File: config.mk
export PLATFORM = sky130hd
export DESIGN_NAME = wb_bridge_nway
export DESIGN_NICKNAME = d
export VERILOG_FILES = /design/src/rtl/wb_bridge_nway.sv
export SDC_FILE = /design/constraint.sdc
export NUM_CORES = 1
export LEC_CHECK = 0
export CAP_MARGIN = 20
export CORE_MARGIN = 4
export CORE_UTILIZATION = 40
export DETAILED_ROUTE_END_ITERATION = 16
export GPL_TIMING_DRIVEN = 0
export PLACE_DENSITY_LB_ADDON = 0.15
export SLEW_MARGIN = 20
export SYNTH_ARGS = -nofsm -noshare
export SYNTH_HDL_FRONTEND = slang
export SYNTH_SLANG_ARGS = --single-unit
File: constraint.sdc
create_clock -name wb_clk_i -period 2.3 [get_ports wb_clk_i]
set_clock_uncertainty 0.15 [all_clocks]
set_input_delay 0.345 -clock wb_clk_i [delete_from_list [all_inputs] [get_ports wb_clk_i]]
set_output_delay 0.345 -clock wb_clk_i [all_outputs]
set_load 0.02 [all_outputs]
File: src/rtl/wb_bridge_nway.sv
// N-way Wishbone classic bridge: decodes the upstream slave bus into NUM_PORTS windows,
// terminates unmapped accesses and times out silent downstream ports with sticky error flags.
module wb_bridge_nway #(
   parameter int          NUM_PORTS      = 4,
   parameter logic [31:0] BASE_ADDR      = 32'h3000_0000,
   parameter int          WINDOW_BITS    = 20,
   parameter int          DS_ADDR_WIDTH  = 20,
   parameter int          TIMEOUT_CYCLES = 16,
   parameter logic [31:0] ERR_DATA       = 32'hDEAD_BEEF
) (
   input  logic                        wb_clk_i,
   input  logic                        wb_rst_i,
   input  logic                        wbs_stb_i,
   input  logic                        wbs_cyc_i,
   input  logic                        wbs_we_i,
   input  logic [3:0]                  wbs_sel_i,
   input  logic [31:0]                 wbs_dat_i,
   input  logic [31:0]                 wbs_adr_i,
   output logic                        wbs_ack_o,
   output logic [31:0]                 wbs_dat_o,
   output logic [NUM_PORTS-1:0]        wbm_stb_o,
   output logic [NUM_PORTS-1:0]        wbm_cyc_o,
   output logic                        wbm_we_o,
   output logic [3:0]                  wbm_sel_o,
   output logic [DS_ADDR_WIDTH-1:0]    wbm_adr_o,
   output logic [31:0]                 wbm_dat_o,
   input  logic [NUM_PORTS-1:0]        wbm_ack_i,
   input  logic [32*NUM_PORTS-1:0]     wbm_dat_i,
   input  logic                        err_clr_i,
   output logic [1:0]                  err_flags_o
);

   localparam int SEL_BITS = (NUM_PORTS > 2) ? $clog2(NUM_PORTS) : 1;
   localparam int DEC_LSB  = WINDOW_BITS + SEL_BITS;
   localparam int CNT_W    = $clog2(TIMEOUT_CYCLES) + 1;

   localparam logic [1:0] IDLE   = 2'd0;
   localparam logic [1:0] ACTIVE = 2'd1;
   localparam logic [1:0] RESP   = 2'd2;

   logic [1:0]           state;
   logic [SEL_BITS-1:0]  req_idx;
   logic [SEL_BITS-1:0]  cur_idx;
   logic                 req_mapped;
   logic                 req_take;
   logic [NUM_PORTS-1:0] req_onehot;
   logic [CNT_W-1:0]     tmo_cnt;
   logic                 tmo_hit;
   logic [31:0]          rsp_data;
   logic                 sel_ack;
   logic [31:0]          sel_dat;
   logic [1:0]           err_set;

   assign req_idx    = wbs_adr_i[WINDOW_BITS +: SEL_BITS];
   assign req_mapped = (wbs_adr_i[31:DEC_LSB] == BASE_ADDR[31:DEC_LSB]) &&
                       (int'(req_idx) < NUM_PORTS);
   // While the upstream ack is still showing, the host has not yet dropped its strobe.
   assign req_take   = wbs_stb_i && wbs_cyc_i && !wbs_ack_o;
   assign tmo_hit    = (tmo_cnt == CNT_W'(TIMEOUT_CYCLES - 1));

   always_comb begin
      req_onehot = '0;
      for (int i = 0; i < NUM_PORTS; i++) begin
         req_onehot[i] = (int'(req_idx) == i);
      end
   end

   always_comb begin
      sel_ack = 1'b0;
      sel_dat = '0;
      for (int i = 0; i < NUM_PORTS; i++) begin
         if (int'(cur_idx) == i) begin
            sel_ack = wbm_ack_i[i];
            sel_dat = wbm_dat_i[32*i +: 32];
         end
      end
   end

   // Abort takes priority, then a downstream ack beats a simultaneous timeout.
   always_comb begin
      err_set = 2'b00;
      if (state == IDLE && req_take && !req_mapped) begin
         err_set[0] = 1'b1;
      end
      if (state == ACTIVE && wbs_cyc_i && !sel_ack && tmo_hit) begin
         err_set[1] = 1'b1;
      end
   end

   always_ff @(posedge wb_clk_i) begin
      if (wb_rst_i) begin
         state       <= IDLE;
         cur_idx     <= '0;
         tmo_cnt     <= '0;
         rsp_data    <= '0;
         wbs_ack_o   <= 1'b0;
         wbs_dat_o   <= '0;
         wbm_stb_o   <= '0;
         wbm_cyc_o   <= '0;
         wbm_we_o    <= 1'b0;
         wbm_sel_o   <= '0;
         wbm_adr_o   <= '0;
         wbm_dat_o   <= '0;
         err_flags_o <= 2'b00;
      end else begin
         wbs_ack_o   <= 1'b0;
         err_flags_o <= (err_flags_o & {2{~err_clr_i}}) | err_set;
         case (state)
            IDLE: begin
               if (req_take) begin
                  wbm_we_o  <= wbs_we_i;
                  wbm_sel_o <= wbs_sel_i;
                  wbm_adr_o <= wbs_adr_i[DS_ADDR_WIDTH-1:0];
                  wbm_dat_o <= wbs_dat_i;
                  cur_idx   <= req_idx;
                  tmo_cnt   <= '0;
                  if (req_mapped) begin
                     wbm_stb_o <= req_onehot;
                     wbm_cyc_o <= req_onehot;
                     state     <= ACTIVE;
                  end else begin
                     rsp_data  <= ERR_DATA;
                     state     <= RESP;
                  end
               end
            end
            ACTIVE: begin
               if (!wbs_cyc_i) begin
                  wbm_stb_o <= '0;
                  wbm_cyc_o <= '0;
                  state     <= IDLE;
               end else if (sel_ack) begin
                  rsp_data  <= sel_dat;
                  wbm_stb_o <= '0;
                  wbm_cyc_o <= '0;
                  state     <= RESP;
               end else if (tmo_hit) begin
                  rsp_data  <= ERR_DATA;
                  wbm_stb_o <= '0;
                  wbm_cyc_o <= '0;
                  state     <= RESP;
               end else begin
                  tmo_cnt   <= tmo_cnt + 1'b1;
               end
            end
            RESP: begin
               wbs_ack_o <= 1'b1;
               wbs_dat_o <= rsp_data;
               state     <= IDLE;
            end
            default: state <= IDLE;
         endcase
      end
   end

endmodule

==> flow_metrics.env <==
export IMPL_routed_wl_um=21130
export IMPL_violations="setup timing"
export IMPL_instances_no_fill=1205
export IMPL_worstSetupPathType="reg2reg"
export IMPL_slew_violations=0
export IMPL_syn_area_mm2=0.006166
export IMPL_cts_buffer_depth=2
export IMPL_placed_cells_incl_taps=1166
export IMPL_dieWidth_um=132.2
export IMPL_end_kind="flop"
export IMPL_fin_crit_ps=2326
export IMPL_place_ws_ps=-364.0
export IMPL_dpl_hpwl_um=16300
export IMPL_grt_pass1_wl_um=32440
export IMPL_root_buffer="clkbuf_16"
export IMPL_min_path_type="reg2reg"
export IMPL_insertion_delay_ps=410
export IMPL_crit_arrival_ps=2480
export IMPL_final_layout_size_suffix_gt1_share_pct=9.941
export IMPL_fin_crit_sh_pct=101.1
export IMPL_drt_iter0_drc=268
export IMPL_hold_viol=0
export IMPL_io_pins=306
export IMPL_yosysSeqAreaShare_pct=44.48
export IMPL_dieHeight_um=132.2
export IMPL_r2r_slack_ps=-30
export IMPL_synth_flop_cell="dfxtp_1"
export IMPL_synth_edf_count=0
export IMPL_htree_levels=4
export IMPL_synth_seq_cells=137
export IMPL_grt_max_degree=17
export IMPL_synth_area_leaders="dfxtp_1, mux4_2, nand2_1"
export IMPL_cts_tree="done"
export IMPL_avgSynthCellArea_um2=9.148
export IMPL_fin_worst_hold_slack_ps=300.5
export IMPL_ir_drop_uv=523.8
export IMPL_slew_headroom_pct=51.46
export IMPL_cp_endpoint="rsp_data[12]"
export IMPL_grt_overflow=0
export IMPL_cp_startpoint="tmo_cnt[0]"
export IMPL_design_core_area_mm2=0.01515
export IMPL_rows=45
export IMPL_drt_antenna_violating_nets=0
export IMPL_fin_tns_setup_ps=-272.1
export IMPL_via_count=6088
export IMPL_synth_warnings=0
export IMPL_rr_worst_depth=10
export IMPL_synth_nets=882
export IMPL_synth_cell_types=40
export IMPL_port_buffers=304
export IMPL_totalPowerFinal_w=0.006203
export IMPL_rsz0062_at_grt="yes"
export IMPL_status="finished, violations left"
export IMPL_drc=0
export IMPL_via_per_inst=5.052
export IMPL_cts_sinks=137
export IMPL_grt_pass1_vias=6340
export IMPL_synth_top_area_cell="dfxtp_1"
export IMPL_path_max_fanout=5
export IMPL_dieArea_mm2=0.01746
export IMPL_synth_top_area_share_pct=44.48
export IMPL_powerDensity_mw_per_mm2=604.5
export IMPL_fillCellCount=1297
export IMPL_clkTransAtPathRegs_ps=60
export IMPL_maxCapViolCount=0
export IMPL_floorplan_initialDensity_pct=40.71
export IMPL_worst_slack_ps=-26.13
export IMPL_numCtsBuffers=17
export IMPL_ys_async_sr_fraction_pct=0
export IMPL_worst_slew_pin_slew_ps=728.1
export IMPL_area_growth_pct=66.42
export IMPL_regToRegEndpoint="rsp_data[12]"
export IMPL_power_leakage_nw=3.728
export IMPL_grt_antenna_before_repair=1
export IMPL_multi_input_area_mm2=0.003188
export IMPL_fmax_mhz=429.9
export IMPL_setup_viol=16
export IMPL_reg2reg_from="tmo_cnt[0]"
export IMPL_synthCells=674
export IMPL_gp_congestion=0.8117
export IMPL_track_usage_pct=23.50
export IMPL_seq_area_mm2=0.002748
export IMPL_cp_required_ps=2450
export IMPL_nets=1212
export IMPL_crit_path_start_kind="flop"
export IMPL_drt_first_pass_iters=5
export IMPL_wire_per_inst_um=17.54
==> synth_stat cells (2+ instances only) <==
master,count
mux4_2,33
nand2b_1,41
nand3_1,3
nand3b_1,9
and2_1,2
buf_4,4
and3_1,2
dfxtp_1,137
mux2i_1,39
a211oi_1,2
buf_2,8
buf_1,4
buf_6,5
a21oi_1,94
nor2_1,8
ha_1,2
o21bai_1,24
nor2b_1,5
clkbuf_1,41
o21ai_0,2
inv_1,2
nor3_1,2
nand2_1,188
==> worst min path at each step <==
stage / end / depth (start not counted) / startpoint / slack, ps
after floorplan: wbs_dat_o[19] / 2 / rsp_data[19] / 280
after global placement: wbs_dat_o[0] / 2 / rsp_data[0] / 290
after detailed placement: wbm_adr_o[11] / 2 / wbm_adr_o[11] / 300
after CTS: wbs_dat_o[27] / 2 / rsp_data[27] / 300
after global routing: wbm_sel_o[3] / 2 / wbm_sel_o[3] / 320
final: wbm_dat_o[7] / 2 / wbm_dat_o[7] / 300
==> cell type report <==
class	instances	area share, %
Sequential cell	137	26.78
Antenna cell	1	0.02439
Clock buffer	24	4.987
Multi-Input combinational cell	473	31.07
Timing Repair Buffer	312	30.98
Buffer	61	3.158
Clock inverter	7	0.6341
Inverter	2	0.07316
Tap cell	188	2.292
==> registers in the layout, summed over array words and instances (netlist names) <==
register,flops
wbm_we_o,1
cur_idx,2
wbm_sel_o,4
wbm_adr_o,20
wbs_ack_o,1
tmo_cnt,5
wbs_dat_o,32
err_flags_o,2
state,2
wbm_dat_o,32
wbm_cyc_o,4
rsp_data,32
==> per-layer routing <==
metal	track usage, %	share of wire (%)
met4	10.04	2.8
met2	41.13	49
met3	6.870	8.5
met1	26.71	39
met5	0	0
==> per-stage QoR <==
stage | util (%) | instance area (µm²)
after global routing | 67.75 | 10260
after global placement | 62.35 | 9444
after floorplan | - | 6166
after detailed placement | 62.35 | 9444
after CTS | 66.25 | 10030
final | 67.75 | 10260
==> critical path, stage by stage, from the launching register on <==
cell and delay [ps]:
dfxtp_4 370, ha_4 120, and3_4 190, ha_4 160, nor2_4 40, a22o_4 270
a221o_1 360, buf_8 140, buf_12 140, clkbuf_16 150, mux2i_1 110
==> placed cells by master, fill, tap and decap left out, types with 9 or more instances in the layout <==
cell type	instances
dfxtp_1	135
clkbuf_16	20
nand2b_1	41
mux2i_1	39
clkbuf_1	39
clkdlybuf4s50_1	304
a21oi_1	94
nand2_1	188
nand3b_1	9
o21bai_1	24
mux4_2	33
==> power breakdown <==
part,switching [W],internal (W)
registers,0.0000478,0.00247
clock network,0.000997,0.00165
logic,0.000415,0.000632
total,0.00146,0.00474
==> repair_timing <==
| item | in CTS | in global routing |
|---|---|---|
| pin swaps | 0 | 5 |
| hold endpoints to repair | 0 | 0 |
| resized for setup | 3 | 29 |
| hold buffers | 0 | 0 |
| setup endpoints to repair | 6 | 78 |
| buffers inserted | 0 | 5 |
| gates cloned | 0 | 3 |
==> cells by family after synthesis <==
logic type | share of synthesized area, %
AO/OA/AOI/OAI | 12.42
adder cells (fa/ha/maj) | 0.4058
buffers and inverters | 4.911
AND/OR/NAND/NOR | 19.40
multiplexers | 18.38
flip-flops | 44.48
Power figures use the tool's default switching activity.
